==> config.mk <==
export PLATFORM = sky130hd
export DESIGN_NAME = branch_resolve
export DESIGN_NICKNAME = d
export VERILOG_FILES = /design/src/rtl/branch_resolve.sv
export SDC_FILE = /design/constraint.sdc
export NUM_CORES = 1
export LEC_CHECK = 0
export ABC_AREA = 1
export CAP_MARGIN = 5
export CORE_MARGIN = 2
export CORE_UTILIZATION = 50
export CTS_CLUSTER_DIAMETER = 40
export DETAILED_ROUTE_END_ITERATION = 8
export GPL_TIMING_DRIVEN = 1
export PLACE_DENSITY = 0.82
export RECOVER_POWER = 25
export SLEW_MARGIN = 10
export SYNTH_ARGS = -nofsm -noshare
export SYNTH_HDL_FRONTEND = slang
export SYNTH_SLANG_ARGS = --single-unit
export TNS_END_PERCENT = 10
==> constraint.sdc <==
create_clock -name clk -period 4.3 [get_ports clk]
set_clock_uncertainty 0.15 [all_clocks]
set_input_delay 0.43 -clock clk [delete_from_list [all_inputs] [get_ports clk]]
set_output_delay 0.43 -clock clk [all_outputs]
set_load 0.02 [all_outputs]
==> src/rtl/branch_resolve.sv <==
`default_nettype none
// ============================================================================
//  Module      : branch_resolve
//  Description : Conditional branch resolution for the MIPS datapath.
//                It evaluates BEQ/BNE/BGTZ/BLEZ/BLTZ/BGEZ/BLTZAL/BGEZAL and
//                produces the redirect and link PCs. A bimodal table of
//                2-bit counters supplies fetch predictions. Saturating
//                counters track resolved branches and mispredicts.
//  Revision    : 1.0  initial release
// ============================================================================
module branch_resolve #(
  parameter int DW        = 32,
  parameter int AW        = 32,
  parameter int BHT_DEPTH = 16,
  parameter int CW        = 16
) (
  input  logic          clk,
  input  logic          rst,
  input  logic [AW-1:0] f_pc,
  output logic          f_pred,
  input  logic          in_valid,
  input  logic [31:0]   ins,
  input  logic [AW-1:0] pc,
  input  logic [DW-1:0] dinA,
  input  logic [DW-1:0] dinB,
  input  logic          pred_taken,
  input  logic          flush,
  output logic          out_valid,
  output logic          branch,
  output logic          mispredict,
  output logic [AW-1:0] redirect_pc,
  output logic          link,
  output logic [AW-1:0] link_pc,
  output logic [CW-1:0] br_cnt,
  output logic [CW-1:0] mis_cnt
);

  // Table index width; a depth of 2 still needs one index bit.
  localparam int IW = (BHT_DEPTH > 2) ? $clog2(BHT_DEPTH) : 1;

  localparam logic [5:0] C_OP_REGIMM = 6'b000001;
  localparam logic [5:0] C_OP_BEQ    = 6'b000100;
  localparam logic [5:0] C_OP_BNE    = 6'b000101;
  localparam logic [5:0] C_OP_BLEZ   = 6'b000110;
  localparam logic [5:0] C_OP_BGTZ   = 6'b000111;

  localparam logic [4:0] C_RT_BLTZ   = 5'b00000;
  localparam logic [4:0] C_RT_BGEZ   = 5'b00001;
  localparam logic [4:0] C_RT_BLTZAL = 5'b10000;
  localparam logic [4:0] C_RT_BGEZAL = 5'b10001;

  localparam logic [1:0] C_BHT_INIT  = 2'b01;
  localparam logic [1:0] C_BHT_MAX   = 2'b11;
  localparam logic [1:0] C_BHT_MIN   = 2'b00;

  localparam logic [AW-1:0] C_FOUR  = AW'(4);
  localparam logic [AW-1:0] C_EIGHT = AW'(8);
  localparam logic [CW-1:0] C_ONE   = CW'(1);

  // --------------------------------------------------------------------------
  // Decode and condition evaluation
  // --------------------------------------------------------------------------
  logic [5:0]    w_op;
  logic [4:0]    w_rt;
  logic          w_a_zero;
  logic          w_a_neg;
  logic          w_a_eq_b;
  logic          w_is_branch;
  logic          w_taken;
  logic          w_is_link;

  assign w_op     = ins[31:26];
  assign w_rt     = ins[20:16];
  assign w_a_zero = (dinA == '0);
  assign w_a_neg  = dinA[DW-1];
  assign w_a_eq_b = (dinA == dinB);

  // Classify the instruction and evaluate its branch condition.
  always_comb begin
    w_is_branch = 1'b0;
    w_taken     = 1'b0;
    w_is_link   = 1'b0;
    case (w_op)
      C_OP_BEQ: begin
        w_is_branch = 1'b1;
        w_taken     = w_a_eq_b;
      end
      C_OP_BNE: begin
        w_is_branch = 1'b1;
        w_taken     = ~w_a_eq_b;
      end
      C_OP_BGTZ: begin
        w_is_branch = 1'b1;
        w_taken     = ~w_a_neg & ~w_a_zero;
      end
      C_OP_BLEZ: begin
        w_is_branch = 1'b1;
        w_taken     = w_a_neg | w_a_zero;
      end
      C_OP_REGIMM: begin
        case (w_rt)
          C_RT_BLTZ: begin
            w_is_branch = 1'b1;
            w_taken     = w_a_neg;
          end
          C_RT_BGEZ: begin
            w_is_branch = 1'b1;
            w_taken     = ~w_a_neg;
          end
          C_RT_BLTZAL: begin
            w_is_branch = 1'b1;
            w_taken     = w_a_neg;
            w_is_link   = 1'b1;
          end
          C_RT_BGEZAL: begin
            w_is_branch = 1'b1;
            w_taken     = ~w_a_neg;
            w_is_link   = 1'b1;
          end
          default: begin
            w_is_branch = 1'b0;
          end
        endcase
      end
      default: begin
        w_is_branch = 1'b0;
      end
    endcase
  end

  // Accepted requests are the only ones allowed to touch any state.
  logic w_accept;
  assign w_accept = in_valid & ~flush & w_is_branch;

  // --------------------------------------------------------------------------
  // PC arithmetic (all modulo 2^AW)
  // --------------------------------------------------------------------------
  // Sign-extend the word offset into a vector wide enough for any AW, then
  // keep the low AW bits so narrow PCs wrap silently.
  logic [AW+17:0] w_off_ext;
  logic [AW-1:0]  w_off;
  logic [AW-1:0]  w_fall_pc;
  logic [AW-1:0]  w_target_pc;
  logic [AW-1:0]  w_redirect;
  logic [AW-1:0]  w_link_pc;

  assign w_off_ext   = {{AW{ins[15]}}, ins[15:0], 2'b00};
  assign w_off       = w_off_ext[AW-1:0];
  assign w_fall_pc   = pc + C_FOUR;
  assign w_target_pc = w_fall_pc + w_off;
  assign w_redirect  = w_taken ? w_target_pc : w_fall_pc;
  assign w_link_pc   = pc + C_EIGHT;

  // --------------------------------------------------------------------------
  // Branch history table
  // --------------------------------------------------------------------------
  logic [1:0]    bht_q [BHT_DEPTH];
  logic [IW-1:0] w_f_idx;
  logic [IW-1:0] w_u_idx;
  logic [1:0]    w_u_cnt;
  logic [1:0]    w_u_cnt_d;

  assign w_f_idx = f_pc[IW+1:2];
  assign w_u_idx = pc[IW+1:2];
  assign w_u_cnt = bht_q[w_u_idx];

  // The lookup reads the stored state, so a same-cycle update is not visible.
  assign f_pred = bht_q[w_f_idx][1];

  // Saturating step of the counter being trained.
  always_comb begin
    w_u_cnt_d = w_u_cnt;
    if (w_taken) begin
      if (w_u_cnt != C_BHT_MAX) w_u_cnt_d = w_u_cnt + 2'b01;
    end else begin
      if (w_u_cnt != C_BHT_MIN) w_u_cnt_d = w_u_cnt - 2'b01;
    end
  end

  generate
    for (genvar gi = 0; gi < BHT_DEPTH; gi++) begin : g_bht
      // One counter per entry; only the indexed entry is trained on accept.
      always_ff @(posedge clk) begin
        if (rst) begin
          bht_q[gi] <= C_BHT_INIT;
        end else if (w_accept && (w_u_idx == IW'(gi))) begin
          bht_q[gi] <= w_u_cnt_d;
        end
      end
    end
  endgenerate

  // --------------------------------------------------------------------------
  // Registered resolution outputs
  // --------------------------------------------------------------------------
  logic          out_valid_q;
  logic          branch_q,     branch_d;
  logic          mispredict_q, mispredict_d;
  logic          link_q,       link_d;
  logic [AW-1:0] redirect_q,   redirect_d;
  logic [AW-1:0] link_pc_q,    link_pc_d;

  // Outputs load on accept and otherwise hold their last reported values.
  always_comb begin
    branch_d     = branch_q;
    mispredict_d = mispredict_q;
    link_d       = link_q;
    redirect_d   = redirect_q;
    link_pc_d    = link_pc_q;
    if (w_accept) begin
      branch_d     = w_taken;
      mispredict_d = w_taken ^ pred_taken;
      link_d       = w_is_link;
      redirect_d   = w_redirect;
      link_pc_d    = w_link_pc;
    end
  end

  // Output register; out_valid pulses once per accepted request.
  always_ff @(posedge clk) begin
    if (rst) begin
      out_valid_q  <= 1'b0;
      branch_q     <= 1'b0;
      mispredict_q <= 1'b0;
      link_q       <= 1'b0;
      redirect_q   <= '0;
      link_pc_q    <= '0;
    end else begin
      out_valid_q  <= w_accept;
      branch_q     <= branch_d;
      mispredict_q <= mispredict_d;
      link_q       <= link_d;
      redirect_q   <= redirect_d;
      link_pc_q    <= link_pc_d;
    end
  end

  assign out_valid   = out_valid_q;
  assign branch      = branch_q;
  assign mispredict  = mispredict_q & out_valid_q;
  assign redirect_pc = redirect_q;
  assign link        = link_q;
  assign link_pc     = link_pc_q;

  // --------------------------------------------------------------------------
  // Statistics
  // --------------------------------------------------------------------------
  logic [CW-1:0] br_cnt_q,  br_cnt_d;
  logic [CW-1:0] mis_cnt_q, mis_cnt_d;

  // Counters stop at all-ones rather than wrapping.
  always_comb begin
    br_cnt_d  = br_cnt_q;
    mis_cnt_d = mis_cnt_q;
    if (w_accept) begin
      if (~&br_cnt_q) br_cnt_d = br_cnt_q + C_ONE;
      if ((w_taken ^ pred_taken) && ~&mis_cnt_q) mis_cnt_d = mis_cnt_q + C_ONE;
    end
  end

  // Statistics register.
  always_ff @(posedge clk) begin
    if (rst) begin
      br_cnt_q  <= '0;
      mis_cnt_q <= '0;
    end else begin
      br_cnt_q  <= br_cnt_d;
      mis_cnt_q <= mis_cnt_d;
    end
  end

  assign br_cnt  = br_cnt_q;
  assign mis_cnt = mis_cnt_q;

  // Register-number fields and PC bits outside the table index carry no
  // meaning for resolution.
  logic w_unused;
  assign w_unused = ^{ins[25:21], f_pc, pc};

endmodule
`default_nettype wire

==> results of run 1 <==
==> state kept, by name (all words and copies together), names as in the netlist <==
signal / flops
link_pc: 30
redirect_pc: 32
mispredict_q: 1
out_valid: 1
bht_q: 32
br_cnt: 16
link: 1
branch: 1
mis_cnt: 16
==> synth_stat cells (4+ instances only) <==
cell,instances
dfxtp_1,98
nor2_4,4
nor3_1,42
a31oi_1,17
xnor2_1,36
ha_1,42
o21ai_0,103
o21ai_1,5
nand2_1,396
o211ai_1,15
nor3_2,7
o22ai_1,4
a21oi_1,89
nand2_2,8
nor4_1,9
nand3_1,89
buf_4,6
nor2_2,17
edfxtp_1,32
a211oi_1,4
nor2_1,179
buf_6,9
buf_2,15
o21bai_1,5
inv_1,197
clkbuf_1,19
nand4_1,38
inv_2,12
xor2_1,42
==> layer usage <==
layer	global-route usage [%]	up-vias	wire [um]
met4	13.6	0	1370
met1	42.4	5165	14600
met5	0	-	0
li1	-	5650	-
met3	4.38	87	2510
met2	53.2	503	16400
==> worst max path at each step <==
stage / to / slack, ps / from / depth (start not counted)
6_report: redirect_pc[18]$_SDFFE_PP0P_ / 430 / pc[3] / 23
5_1_grt: redirect_pc[31]$_SDFFE_PP0P_ / 90 / pc[3] / 25
4_1_cts: redirect_pc[31]$_SDFFE_PP0P_ / 480 / pc[3] / 25
3_5_place_dp: redirect_pc[31]$_SDFFE_PP0P_ / 80 / pc[3] / 25
3_3_place_gp: redirect_pc[31]$_SDFFE_PP0P_ / 100 / pc[3] / 25
2_1_floorplan: redirect_pc[29]$_SDFFE_PP0P_ / 1170 / pc[2] / 20
==> power by group <==
part	internal (mW)	total (mW)	leakage, nW	switching, mW
Clock	0.755	1.40	0.275	0.641
Combinational	0.327	0.758	4.65	0.430
Sequential	1.26	1.26	1.08	0.00351
Total	2.34	3.41	6.00	1.08
==> area by class of cell <==
type	instances	share of cell area, %
antenna	2	0.0369
clock buffer	18	3.16
clock inverter	14	0.875
inverter	210	5.81
multi-input combinational	1179	45.6
sequential	130	21.5
tap	270	2.49
timing repair buffer	293	20.5
==> per-stage QoR <==
step / instance area [sq um] / total power [mW] / utilization, % / setup slack (ps) / cells
after floorplan: 10200 / 1.71 / - / 1170 / 1571
after global placement: 13000 / 2.02 / 64.8 / 99.4 / 2082
after detailed placement: 13000 / 2.03 / 64.8 / 84.1 / 2082
after CTS: 13600 / 3.41 / 67.5 / 477 / 2114
after global routing: 13600 / 3.54 / 67.5 / 93.4 / 2116
final: 13600 / 3.41 / 67.5 / 433 / 2116
==> logic make-up after synthesis <==
| family | count (synthesis) |
|---|---|
| fa+ha+maj | 43 |
| compound gates | 253 |
| flops | 130 |
| xor+xnor | 79 |
| simple gates | 804 |
| buf+inv | 262 |
==> critical path, stage by stage <==
cell	delay [ps]
clkdlybuf4s50_1	530
ha_1	250
inv_1	140
nor2_4	140
nand2_2	90
nor2_2	140
nand2_2	110
nor2_2	110
inv_1	60
o21ai_0	170
buf_4	150
inv_1	40
ha_1	340
nand2_1	100
inv_1	60
a21oi_1	180
a21boi_0	190
o21ai_0	120
buf_4	160
buf_4	130
xor2_1	200
nand2_1	80
a31oi_1	180
==> results.ini, run 1 <==
[outcome]
status = complete, no violations

[setup_path]
crit_arrival_ps = 4090
r2r-start = mis_cnt[0]$_SDFFE_PP0P_
path_class = input port to flop
r2r_cells = 10
cp-end-kind = flop
r2r_slack_ps = 2000
critPathRequiredTime_ps = 4520
r2r_end = mis_cnt[13]$_SDFFE_PP0P_
critPathMaxFanout = 5
startpoint_type = input port

[global_routing]
grt_pass1_wl_mm = 55.4
grt_pass1_vias = 10700
grt_overflow = 0
grt_max_degree = 108
track_usage_pct = 32.2
antenna_found_initial = 2

[drt]
via_count = 11400
final_antenna_net_count = 0
routed_wl_mm = 34.9
drt_first_pass_iters = 6
routed_via_density = 5.39
drc_errors = 0
wl_per_cell_um = 16.5
drtIter0Drc = 880

[synthesis]
syn-cell-area_sq_um = 10200
syn-num-nets = 1779
synth_ff_type = dfxtp_1
synth_edf_count = 32
synth_xor_xnor_area_share_pct = 6.86
muxShareOfSynthArea_pct = 0
yosys.area.top_type = dfxtp_1
yosysSeqAreaShare_pct = 28.6
synth-compound-area-share_pct = 13.8
synth_area_leaders = dfxtp_1 (19%), nand2_1 (15%), edfxtp_1 (9.4%)
ys_warn_count = 0
avgSynthCellArea_sq_um = 6.49
synth_seq_cells = 130
async_flop_share_pct = 0
synthSimpleGateAreaFrac_pct = 34.6
synth_top_family_by_area = simple AND/OR/NAND/NOR gates
synthCells = 1571
synth_adder_area_share_pct = 5.35
synth_top_area_share_pct = 19.2
synth_cell_type_count = 46

[timing]
max_freq_ghz = 0.259
fin_tns_setup_ps = 0
finalCriticalPeriod_ps = 3870
slew_viol_final = 0
whs_ps = 316
setup_violations = 0
final.period_utilization_pct = 89.9
hold_viol = 0
rsz0062_at_grt = false
tightest_slew_ps = 938
relSlewSlack_pct = 37.2

[cells_and_area]
multi_input_area_sq_um = 6190
drive_above_1_share_pct = 8.51
nFillCells = 1742
mostFrequentLayoutCell = nand2_1
layout_common_cells = nand2_1 (396), inv_1 (197), nor2_1 (179)
register_area_sq_um = 2920
area_growth_syn_to_layout_pct = 33.1
nets = 2039

[power]
vdd_drop_max_uv = 281
p_per_area_nw_per_um2 = 252
leakage_nw = 6.00

[die]
die_area_sq_um = 21600
start_util_pct = 50.7
die_height_um = 147
core_area_sq_um = 20100
floorplan.rows = 52
num_io_pins = 266
fp.dieW_um = 147

[job]
drv_cap = 0

[min_path]
hp-class = flop to flop
whs_path_depth = 2
min_from = link$_SDFFE_PP0P_
holdPathEnd = link$_SDFFE_PP0P_

[clock_tree]
clock_sinks = 130
hold_buffers = 0
worstSkewPairLatency_ps = 440
clockBufferDepth = 2
clockRootBuffer = clkbuf_16
numCtsBuffers = 17
cts_max_level = 4
cts_tree = done
cts_resized = 0
clk_pin_slew_worst_paths_ps = 70
post-cts-setup-buffer-count = 0

[placement]
io_buffers = 232
gp_congestion = 1.00
hpwl_mm = 27.0

Power figures use the tool's default switching activity.
==> inputs of run 2 (changes only) <==
--- a/config.mk
+++ b/config.mk
@@ -9,12 +9,13 @@
 export CAP_MARGIN = 5
 export CORE_MARGIN = 2
 export CORE_UTILIZATION = 50
+export CTS_BUF_LIST = sky130_fd_sc_hd__clkbuf_16
 export CTS_CLUSTER_DIAMETER = 40
 export DETAILED_ROUTE_END_ITERATION = 8
 export GPL_TIMING_DRIVEN = 1
 export PLACE_DENSITY = 0.82
 export RECOVER_POWER = 25
-export SLEW_MARGIN = 10
+export SLEW_MARGIN = 20
 export SYNTH_ARGS = -nofsm -noshare
 export SYNTH_HDL_FRONTEND = slang
 export SYNTH_SLANG_ARGS = --single-unit
==> results.ini, run 2 (synthesis gave the netlist of run 1 again) <==
[drt]
final_antenna_net_count = 0  ; unchanged
wl_per_cell_um = 16.5  ; about the same
drt_first_pass_iters = 6  ; unchanged
drc_errors = 0  ; unchanged
routed_via_density = 5.39  ; about the same
via_count = 11400  ; -0.053%
routed_wl_mm = 34.9  ; about the same
drtIter0Drc = 880  ; unchanged

[setup_path]
cp-end-kind = flop
path_cells = clkdlybuf4s50_1, ha_1, inv_1, nor2_4, nand2_2, nor2_2, nand2_2, nor2_2, inv_1, o21ai_0, buf_4, inv_1, ha_1, nand2_1, inv_1, a21oi_1, a21boi_0, o21ai_0, buf_4, buf_4, xor2_1, nand2_1, a31oi_1
critical_path_depth = 23  ; unchanged
critPathMaxFanout = 5  ; unchanged
r2r_end = mis_cnt[13]$_SDFFE_PP0P_
crit_arrival_ps = 4090  ; about the same
startpoint = pc[3]
endpoint = redirect_pc[18]$_SDFFE_PP0P_
path_buf_inv = 8  ; unchanged
critPathMaxStageDelay_ps = 530  ; about the same
path_class = input port to flop
startpoint_type = input port
critPathRequiredTime_ps = 4520  ; about the same
r2r_cells = 10  ; unchanged
path_common_cell = inv_1
r2r_slack_ps = 1990  ; about the same
critical_path.slowest_cell = clkdlybuf4s50_1
critPathTopFamily = buffers and inverters
r2r-start = mis_cnt[0]$_SDFFE_PP0P_

[timing]
relSlewSlack_pct = 37.2  ; unchanged
final.period_utilization_pct = 89.9  ; about the same
finalCriticalPeriod_ps = 3870  ; +0.0550 ps
hold_viol = 0  ; unchanged
slew_viol_final = 0  ; unchanged
rsz0062_at_grt = false
layout_setup_ws_ps = 433  ; -0.0550 ps
max_freq_ghz = 0.259  ; about the same
whs_ps = 316  ; unchanged
setup_violations = 0  ; unchanged
tightest_slew_ps = 938  ; unchanged
fin_tns_setup_ps = 0  ; unchanged

[power]
power_mw = 3.41  ; about the same
p_seq_share_pct = 37.0  ; about the same
p_int_mw = 2.34  ; -0.10%
power.switching_mw = 1.07  ; about the same
combinationalPowerShare_pct = 22.2  ; about the same
clockPowerShare_pct = 40.9  ; about the same
switching_share_pct = 31.5  ; about the same
p_per_area_nw_per_um2 = 251  ; about the same
vdd_drop_max_uv = 281  ; about the same
leakage_nw = 6.01  ; about the same

[clock_tree]
clock_sinks = 130  ; unchanged
post-cts-setup-buffer-count = 0  ; unchanged
cts_max_level = 4  ; unchanged
clockBufferDepth = 2  ; unchanged
clockRootBuffer = clkbuf_16
cts_resized = 0  ; unchanged
numCtsBuffers = 17  ; unchanged
cts_tree = done
hold_buffers = 0  ; unchanged
worstSkewPairLatency_ps = 440  ; about the same
clk_pin_slew_worst_paths_ps = 70  ; about the same

[cells_and_area]
multi_input_area_sq_um = 6190  ; unchanged
nets = 2039  ; unchanged
nFillCells = 1742  ; unchanged
area_growth_syn_to_layout_pct = 33.1  ; unchanged
postLayoutCellArea_sq_um = 13600  ; unchanged
drive_above_1_share_pct = 8.51  ; unchanged
fin_cells = 2116  ; unchanged
layout_common_cells = nand2_1 (396), inv_1 (198), nor2_1 (179)
utilization_pct = 67.5  ; unchanged
mostFrequentLayoutCell = nand2_1
register_area_sq_um = 2920  ; unchanged

[placement]
gp_congestion = 1.00  ; unchanged
io_buffers = 232  ; unchanged
dp_cells = 2082  ; unchanged
post-place-ws_ps = 84.1  ; unchanged
place_area_sq_um = 13000  ; unchanged
hpwl_mm = 27.0  ; unchanged

[global_routing]
grt_overflow = 0  ; unchanged
grt_pass1_vias = 10700  ; unchanged
grt_pass1_wl_mm = 55.4  ; unchanged
grt_max_degree = 108  ; unchanged
antenna_found_initial = 2  ; unchanged
use_met2_pct = 53.2  ; unchanged
met3_usage_pct = 4.38  ; unchanged
use_met1_pct = 42.4  ; unchanged
track_usage_pct = 32.2  ; unchanged
busiest_layer = met2

[die]
num_io_pins = 266  ; unchanged
die_height_um = 147  ; unchanged
fp.dieW_um = 147  ; unchanged
core_area_sq_um = 20100  ; unchanged
start_util_pct = 50.7  ; unchanged
die_area_sq_um = 21600  ; unchanged
floorplan.rows = 52  ; unchanged

[outcome]
status = complete, no violations

[job]
drv_cap = 0  ; unchanged

[min_path]
hp-class = flop to flop

run 2: cell types whose count changed in the layout (fill, tap and decap cells not counted):
cell      previous run  this run
clkbuf_1             1         0
inv_1              197       198
run 2: worst min path at each step:
stage                                             from                            to  slack, ps  cells past startpoint
after floorplan              mispredict_q$_SDFFE_PP0P_     mispredict_q$_SDFFE_PP0P_        310                      2
after global placement     redirect_pc[5]$_SDFFE_PP0P_   redirect_pc[5]$_SDFFE_PP0P_        300                      2
after detailed placement   redirect_pc[5]$_SDFFE_PP0P_   redirect_pc[5]$_SDFFE_PP0P_        310                      2
after CTS                  redirect_pc[5]$_SDFFE_PP0P_   redirect_pc[5]$_SDFFE_PP0P_        320                      2
after global routing      redirect_pc[25]$_SDFFE_PP0P_  redirect_pc[25]$_SDFFE_PP0P_        340                      2
final                                link$_SDFFE_PP0P_             link$_SDFFE_PP0P_        320                      2
run 2: area by class of cell:
class	instances	share of cell area, %
flip-flops and latches	130	21.5
well taps	270	2.49
repair buffers	293	20.5
clock inverters	15	0.903
inverters	210	5.81
diodes	2	0.0369
multi-input cells	1179	45.6
clock buffers	17	3.13
run 2: tightest hold or removal path, cell delays in order (launching register included):
cell and delay, ps:
dfxtp_1 310, nand2_1 60, a21oi_1 50
run 2: per-layer routing:
layer	wire [um]	vias to the layer above
met4	1370	0
met5	0	-
met1	14600	5159
li1	-	5651
met3	2520	87
met2	16400	502
run 2: power by group through the flow:
stage	registers (mW)	logic (mW)	clock network [mW]
floorplan	1.29	0.418	0
global placement	1.29	0.732	0
detailed placement	1.29	0.740	0
CTS	1.26	0.747	1.40
global route	1.26	0.829	1.45
finish	1.26	0.757	1.39
